===== src/rtl/bus_arb_rr4_if.sv =====
// Request/bus handshake bundle between the four requester queues, the memory bus and the arbiter.
// slave = arbiter side, master = requesters/bus side.
interface bus_arb_rr4_if;
  logic [3:0] req;
  logic       bus_gnt;
  logic       bus_done;
  logic       bus_req;
  logic [1:0] owner;
  logic [3:0] gnt;
  logic [3:0] done;
  logic       err;
  logic       busy;

  modport slave  (input  req, bus_gnt, bus_done,
                  output bus_req, owner, gnt, done, err, busy);
  modport master (output req, bus_gnt, bus_done,
                  input  bus_req, owner, gnt, done, err, busy);
endinterface


===== src/rtl/bus_arb_rr4.sv =====
// Round-robin arbiter sharing one memory-bus port among four request queues.
// Runs the bus_req/bus_gnt/bus_done handshake for the winner; all outputs registered.
module bus_arb_rr4 #(
  parameter int TMO_W   = 4,
  parameter int TMO_MAX = 15
) (
  input  logic          i_clk,
  input  logic          i_rst,
  bus_arb_rr4_if.slave  bus
);

  typedef enum logic [1:0] {
    IDLE = 2'b00,
    REQ  = 2'b01,
    XFER = 2'b10
  } state_t;

  state_t           r_state, w_nstate;
  logic [1:0]       r_ptr, w_nptr;
  logic [1:0]       r_owner, w_nowner;
  logic [TMO_W-1:0] r_tmo, w_ntmo;
  logic             r_bus_req, w_nbus_req;
  logic [3:0]       r_gnt, w_ngnt;
  logic [3:0]       r_done, w_ndone;
  logic             r_err, w_nerr;
  logic             r_busy;

  logic [1:0]       w_win;
  logic             w_found;
  logic [3:0]       w_own_oh;

  // First requester at or after the pointer, wrapping mod 4
  always_comb begin
    logic [1:0] idx;
    w_win   = '0;
    w_found = 1'b0;
    idx     = '0;
    for (int i = 0; i < 4; i++) begin
      idx = r_ptr + 2'(i);
      if (!w_found && bus.req[idx]) begin
        w_win   = idx;
        w_found = 1'b1;
      end
    end
  end

  assign w_own_oh = 4'b0001 << r_owner;

  always_comb begin
    w_nstate   = r_state;
    w_nptr     = r_ptr;
    w_nowner   = r_owner;
    w_ntmo     = r_tmo;
    w_nbus_req = 1'b0;
    w_ngnt     = '0;
    w_ndone    = '0;
    w_nerr     = 1'b0;
    case (r_state)
      IDLE: begin
        if (w_found) begin
          w_nstate   = REQ;
          w_nowner   = w_win;
          w_nbus_req = 1'b1;
        end
      end
      REQ: begin
        // Grant beats a same-cycle withdrawal
        if (bus.bus_gnt) begin
          w_nstate = XFER;
          w_ntmo   = '0;
          w_ngnt   = w_own_oh;
        end else if (!bus.req[r_owner]) begin
          w_nstate = IDLE;
        end else begin
          w_nbus_req = 1'b1;
        end
      end
      XFER: begin
        if (bus.bus_done) begin
          w_nstate = IDLE;
          w_ndone  = w_own_oh;
          w_nptr   = r_owner + 2'd1;
        end else if (r_tmo == TMO_W'(TMO_MAX)) begin
          w_nstate = IDLE;
          w_nerr   = 1'b1;
          w_nptr   = r_owner + 2'd1;
        end else begin
          w_ntmo = r_tmo + 1'b1;
        end
      end
      default: w_nstate = IDLE;
    endcase
  end

  always_ff @(posedge i_clk) begin
    if (!i_rst) begin
      r_state   <= IDLE;
      r_ptr     <= '0;
      r_owner   <= '0;
      r_tmo     <= '0;
      r_bus_req <= 1'b0;
      r_gnt     <= '0;
      r_done    <= '0;
      r_err     <= 1'b0;
      r_busy    <= 1'b0;
    end else begin
      r_state   <= w_nstate;
      r_ptr     <= w_nptr;
      r_owner   <= w_nowner;
      r_tmo     <= w_ntmo;
      r_bus_req <= w_nbus_req;
      r_gnt     <= w_ngnt;
      r_done    <= w_ndone;
      r_err     <= w_nerr;
      r_busy    <= (w_nstate == REQ) || (w_nstate == XFER);
    end
  end

  assign bus.bus_req = r_bus_req;
  assign bus.owner   = r_owner;
  assign bus.gnt     = r_gnt;
  assign bus.done    = r_done;
  assign bus.err     = r_err;
  assign bus.busy    = r_busy;

endmodule


===== src/flat_wrapper.sv =====
// flat-port wrapper written by rule: the top's interface ports become plain ports
module bus_arb_rr4_flat 
#(
  parameter int TMO_W   = 4,
  parameter int TMO_MAX = 15
)
  (i_clk, i_rst, bus_req, bus_bus_gnt, bus_bus_done, bus_bus_req, bus_owner, bus_gnt, bus_done, bus_err, bus_busy);
  bus_arb_rr4_if bus_i ();
  input  logic i_clk;
  input  logic i_rst;
  input wire logic [$bits(bus_i.req)-1:0] bus_req;
  input wire logic [$bits(bus_i.bus_gnt)-1:0] bus_bus_gnt;
  input wire logic [$bits(bus_i.bus_done)-1:0] bus_bus_done;
  output wire logic [$bits(bus_i.bus_req)-1:0] bus_bus_req;
  output wire logic [$bits(bus_i.owner)-1:0] bus_owner;
  output wire logic [$bits(bus_i.gnt)-1:0] bus_gnt;
  output wire logic [$bits(bus_i.done)-1:0] bus_done;
  output wire logic [$bits(bus_i.err)-1:0] bus_err;
  output wire logic [$bits(bus_i.busy)-1:0] bus_busy;
  assign bus_i.req = bus_req;
  assign bus_i.bus_gnt = bus_bus_gnt;
  assign bus_i.bus_done = bus_bus_done;
  assign bus_bus_req = bus_i.bus_req;
  assign bus_owner = bus_i.owner;
  assign bus_gnt = bus_i.gnt;
  assign bus_done = bus_i.done;
  assign bus_err = bus_i.err;
  assign bus_busy = bus_i.busy;
  bus_arb_rr4 #(.TMO_W(TMO_W), .TMO_MAX(TMO_MAX)) u_core (.i_clk(i_clk), .i_rst(i_rst), .bus(bus_i));
endmodule

===== config.mk =====
export PLATFORM = sky130hd
export DESIGN_NAME = bus_arb_rr4_flat
export DESIGN_NICKNAME = d
export VERILOG_FILES = /design/src/rtl/bus_arb_rr4_if.sv /design/src/rtl/bus_arb_rr4.sv /design/src/flat_wrapper.sv
export SDC_FILE = /design/constraint.sdc
export NUM_CORES = 1
export LEC_CHECK = 0
export BUFFER_PORTS_ARGS = -buffer_cell sky130_fd_sc_hd__buf_4
export CAP_MARGIN = 20
export CORE_ASPECT_RATIO = 1.2
export CORE_MARGIN = 8
export CORE_UTILIZATION = 30
export DETAILED_ROUTE_END_ITERATION = 16
export HOLD_SLACK_MARGIN = 0.02
export PLACE_DENSITY = 0.56
export REMOVE_ABC_BUFFERS = 1
export SLEW_MARGIN = 15
export SYNTH_ARGS = -nofsm -noshare
export SYNTH_HDL_FRONTEND = slang
export SYNTH_SLANG_ARGS = --single-unit

===== constraint.sdc =====
create_clock -name i_clk -period 2.7 [get_ports i_clk]
set_input_delay 0.54 -clock i_clk [delete_from_list [all_inputs] [get_ports i_clk]]
set_output_delay 0.54 -clock i_clk [all_outputs]
set_load 0.05 [all_outputs]

* Word-level counts from Yosys, hierarchy flattened
Index checks and enable logic that the tools add are counted.
Word-level totals: bits in registers 21
Operators by class: bitwise logic cells 2, add/sub/neg operators 5, shifts and indexed selects 1, order comparisons 5, mux-type cells 35, eq/ne operators 8, reduce and logical (&&, ||, !) cells 16
Operators with widths (count):
- 2-bit two-way mux | 11
- 2-bit by 3-bit < comparator with 1-bit output, second input constant | 5
- 1-bit two-way mux | 13
- 4-bit two-way mux | 3
- 1-bit binary-select mux with 2-bit select | 5
- 4-bit one-hot mux with 2 select lines | 1
- 2-bit inequality test, second input constant | 3
- 2-bit one-hot mux with 3 select lines | 1
- 3-bit AND reduction | 2
- 2-bit by 1-bit adder with 2-bit output, second input constant | 2
- 2-bit adder, second input constant | 2
- 4-bit by 1-bit adder with 4-bit output, second input constant | 1
- 2-bit by 1-bit equality test with 1-bit output, second input constant | 2
- 2-bit equality test, second input constant | 2
- 4-bit equality test, second input constant | 1
- 2-bit AND reduction | 2
- 4-bit AND reduction | 1
- 2-bit nonzero test | 2
- 1-bit by 2-bit left shift with 4-bit output, first input constant | 1
- 1-bit logical AND | 3
- 1-bit zero test | 3
- 3-bit OR reduction | 1
- 2-bit zero test | 1
- 1-bit NOT | 2
- other kinds (2) | 2

* Logic depth before layout (Yosys ltp)
depth after elaboration 16, depth in mapped cells 4

* Worst setup path after synthesis
Ideal clock, no wire load.
kind register -> register, start register u_core.r_owner[0], in the netlist u_core.bus.owner[0], end register u_core.r_busy, in the netlist u_core.bus.busy, arrival 1480 ps, required time 2566 ps, stages on the path, launching flop included 4, setup time 134 ps, path slack 1087 ps, cell sequence dfxtp_1 mux4_2 nor2_1 o22ai_1
On the way: longest elaborated chain between the ends 7, elaborated cells between the ends (all ways) 8
Ends and longest elaborated chain:
- start: declaration | RTL line bus_arb_rr4.sv:20 | logic [1:0] r_owner, w_nowner;
- start signal: assignment | RTL line bus_arb_rr4.sv:109 | r_owner <= w_nowner;
- 1-bit binary-select mux with 2-bit select * | RTL line bus_arb_rr4.sv:72 | end else if (!bus.req[r_owner]) begin
- 1-bit two-way mux (implied by the code) * | RTL line bus_arb_rr4.sv:72
- 2-bit two-way mux * | RTL line bus_arb_rr4.sv:72
- 2-bit two-way mux * | RTL line bus_arb_rr4.sv:68 | if (bus.bus_gnt) begin
- 2-bit one-hot mux with 3 select lines * | RTL line bus_arb_rr4.sv:58 | case (r_state)
- 2-bit by 1-bit equality test with 1-bit output / 2-bit equality test (equally long branches) | RTL line bus_arb_rr4.sv:115 | r_busy <= (w_nstate == REQ) || (w_nstate == XFER);
- 1-bit logical OR * | RTL line bus_arb_rr4.sv:115
- end signal: assignment | RTL line bus_arb_rr4.sv:115
- end: declaration | RTL line bus_arb_rr4.sv:26 | logic r_busy;
Mark *: on every way between the ends. The rest lies on a longest branch, timed or not. The select of a mux whose other input is x is not followed. A chain may end at the register's enable or synchronous reset.

* Worst setup path in the final report
start register u_core.r_tmo[0], end register u_core.r_tmo[3]
On the way: longest elaborated chain between the ends 4, elaborated cells between the ends (all ways) 7
Ends and longest elaborated chain:
- start: declaration | RTL line bus_arb_rr4.sv:21 | logic [TMO_W-1:0] r_tmo, w_ntmo;
- start signal: assignment | RTL line bus_arb_rr4.sv:110 | r_tmo <= w_ntmo;
- 4-bit by 1-bit adder with 4-bit output | RTL line bus_arb_rr4.sv:88 | w_ntmo = r_tmo + 1'b1;
- 4-bit two-way mux | RTL line bus_arb_rr4.sv:83 | end else if (r_tmo == TMO_W'(TMO_MAX)) begin
- 4-bit two-way mux | RTL line bus_arb_rr4.sv:79 | if (bus.bus_done) begin
- 4-bit one-hot mux with 2 select lines | RTL line bus_arb_rr4.sv:58
Parallel ways exist; a longest one is shown, timed or not. The select of a mux whose other input is x is not followed.

==> impl_metrics.json <==
{
  "n_antenna_cell": 0,
  "fmax_mhz": 611,
  "cts_hold_buf": 0,
  "cap_violations": 0,
  "layout_setup_ws_ns": 1.06,
  "synth_edf_count": 0,
  "fp.dieH_um": 77.3,
  "synth.largest_area_cell": "dfxtp_1",
  "antenna_found_initial": 0,
  "status": "completed",
  "vdd_drop_max_uv": 330,
  "synthDistinctLibCells": 35,
  "post-dp-hpwl_mm": 1.59,
  "ctsRootBufferMaster": "clkbuf_4",
  "ys_ff_latch": 21,
  "slowest_stage": "or4_1",
  "place_inst": 148,
  "finalSetupViolCount": 0,
  "async_flop_share": 0,
  "crit_buf_inv": 0,
  "drive_gt1_frac": 0.233,
  "num_vias": 806,
  "hold_viol": 0,
  "grt_overflow": 0,
  "relSlewSlack": 0.613,
  "grt_first_pass_wirelength_mm": 3.68,
  "clock_path_buffers": 2,
  "synthesis.area_um2": 940,
  "cts_max_level": 1,
  "syn_avg_cell_area_um2": 9.89,
  "ys_seq_area_frac": 0.447,
  "crit_path_end_kind": "flip-flop",
  "numClockSinks": 21,
  "path_delay_family": "compound AO/OA/AOI/OAI gates",
  "ant_nets": 0,
  "clkTransAtPathRegs_ns": 0.12,
  "grt_pass1_vias": 796,
  "n_fill_cell": 331,
  "power_uw": 602,
  "period_needed_ns": 1.64,
  "start_util": 0.310,
  "arrival_ns": 1.87,
  "post-route-drc-count": 0,
  "crit_chain": "ha_1 > a31o_4 > or4_1 > a211oi_1",
  "grt_max_degree": 13,
  "power.leakage_uw": 0.000483,
  "synth_area_leaders": "dfxtp_1, ha_1, a21oi_1",
  "skew_ns": 0.0112,
  "p_per_area_mw_per_mm2": 523,
  "vias_per_cell": 5.30,
  "worst_pin_slew_ns": 0.575,
  "wl_per_cell_um": 14.4,
  "stdcell_count": 152,
  "yosysWarnings": 0,
  "cts_resized": 0,
  "tritoncts": "done",
  "portBuffers": 20,
  "final_max_slew_viol_count": 0,
  "die-area_mm2": 0.00519,
  "fin_util": 0.380,
  "critPathLaunchType": "flip-flop",
  "rsz0062_at_grt": "false",
  "chipWidth_um": 67.1,
  "netlist_instances": 95,
  "rows": 22,
  "cp.required_ns": 2.93,
  "core_area_mm2": 0.00303,
  "crit_path_max_fanout": 8,
  "yosysTopAreaCellShare": 0.447,
  "hp-class": "in2reg",
  "criticalPathCategory": "reg2reg",
  "grt_usage": 0.0895,
  "dp_worst_setup_slack_ns": 1.02,
  "drtIter0Drc": 36,
  "period_share": 0.606,
  "gp_congestion": 0.714,
  "area_delta_synth_final_pct": 22.4,
  "tns_ns": 0,
  "post_cts_buffers": 0,
  "clk_latency_ns": 0.30,
  "ys.flop_type": "dfxtp_1",
  "nNetsFinal": 130,
  "slowest_delay_ns": 0.46,
  "pin_count": 21,
  "numCtsBuffers": 3,
  "drt-pass1-iter-count": 6,
  "wl_mm": 2.18
}
per-layer routing:
metal	vias up	track usage	share of wire
li1	400	-	-
met1	377	0.104	0.42
met2	27	0.140	0.50
met3	2	0.0233	0.060
met4	0	0.0566	0.016
met5	-	0	0
flip-flops by register name, summed over array words and instances, names as in the netlist:
signal,flops
u_core.r_ptr,2
u_core.bus.done,4
u_core.bus.owner,2
u_core.bus.gnt,4
u_core.bus.bus_req,1
u_core.bus.busy,1
u_core.r_tmo,4
u_core.r_state,2
u_core.bus.err,1
cell usage in the layout, fill, tap and decap left out, types with 3 or more instances in the layout:
cell type / n
a21oi_1: 7
and2_1: 4
and3_1: 5
buf_4: 20
clkbuf_4: 3
dfxtp_1: 21
ha_1: 5
inv_1: 4
nand2b_1: 3
nand3_1: 6
nor2_1: 3
o211ai_1: 4
power by group:
part | switching, µW | internal, µW | leakage [µW]
clock | 93.9 | 57.5 | 0.0000150
sequential | 12.1 | 322 | 0.000171
combinational | 72.4 | 43.5 | 0.000297
total | 178 | 423 | 0.000483
cell type report:
| class | count | area (µm²) | share of cell area |
|---|---|---|---|
| Multi-Input combinational cell | 67 | 493 | 0.429 |
| Sequential cell | 21 | 420 | 0.366 |
| Timing Repair Buffer | 20 | 150 | 0.131 |
| Tap cell | 36 | 45.0 | 0.0392 |
| Clock buffer | 4 | 26.3 | 0.0229 |
| Inverter | 4 | 15.0 | 0.0131 |
logic make-up after synthesis:
kind of cell             count (synthesis)  share of synthesized area
AND/OR/NAND/NOR                         34                      0.217
AO/OA/AOI/OAI                           25                      0.196
flip-flops                              21                      0.447
buffers and inverters                    7                     0.0280
adder cells (fa/ha/maj)                  5                     0.0666
multiplexers                             3                     0.0453
path summary, 6_finish.rpt:
path	from	endpoint	slack [ns]	depth (start not counted)
hold / removal	bus_bus_done	u_core.bus.err	0.42	2
setup / recovery	u_core.r_tmo[0]	u_core.r_tmo[3]	1.06	4
hold reg to reg	u_core.r_tmo[2]	u_core.bus.err	0.53	2
setup reg to reg	u_core.r_tmo[0]	u_core.r_tmo[3]	1.06	4
Yosys cell counts (3+ instances only):
| library cell | instances |
|---|---|
| and3_1 | 5 |
| ha_1 | 5 |
| and2_1 | 4 |
| a21oi_1 | 7 |
| clkbuf_1 | 3 |
| dfxtp_1 | 21 |
| nand3_1 | 6 |
| nor2_1 | 3 |
| o211ai_1 | 4 |
| inv_1 | 4 |
| nand2b_1 | 3 |
through the flow:
stage	hold WS, ns	cell area, µm²
floorplan	0.485	928
global placement	0.511	1120
detailed placement	0.514	1120
CTS	0.412	1150
global route	0.403	1150
finish	0.420	1150
Note: power is estimated with default switching activity, not from simulation.
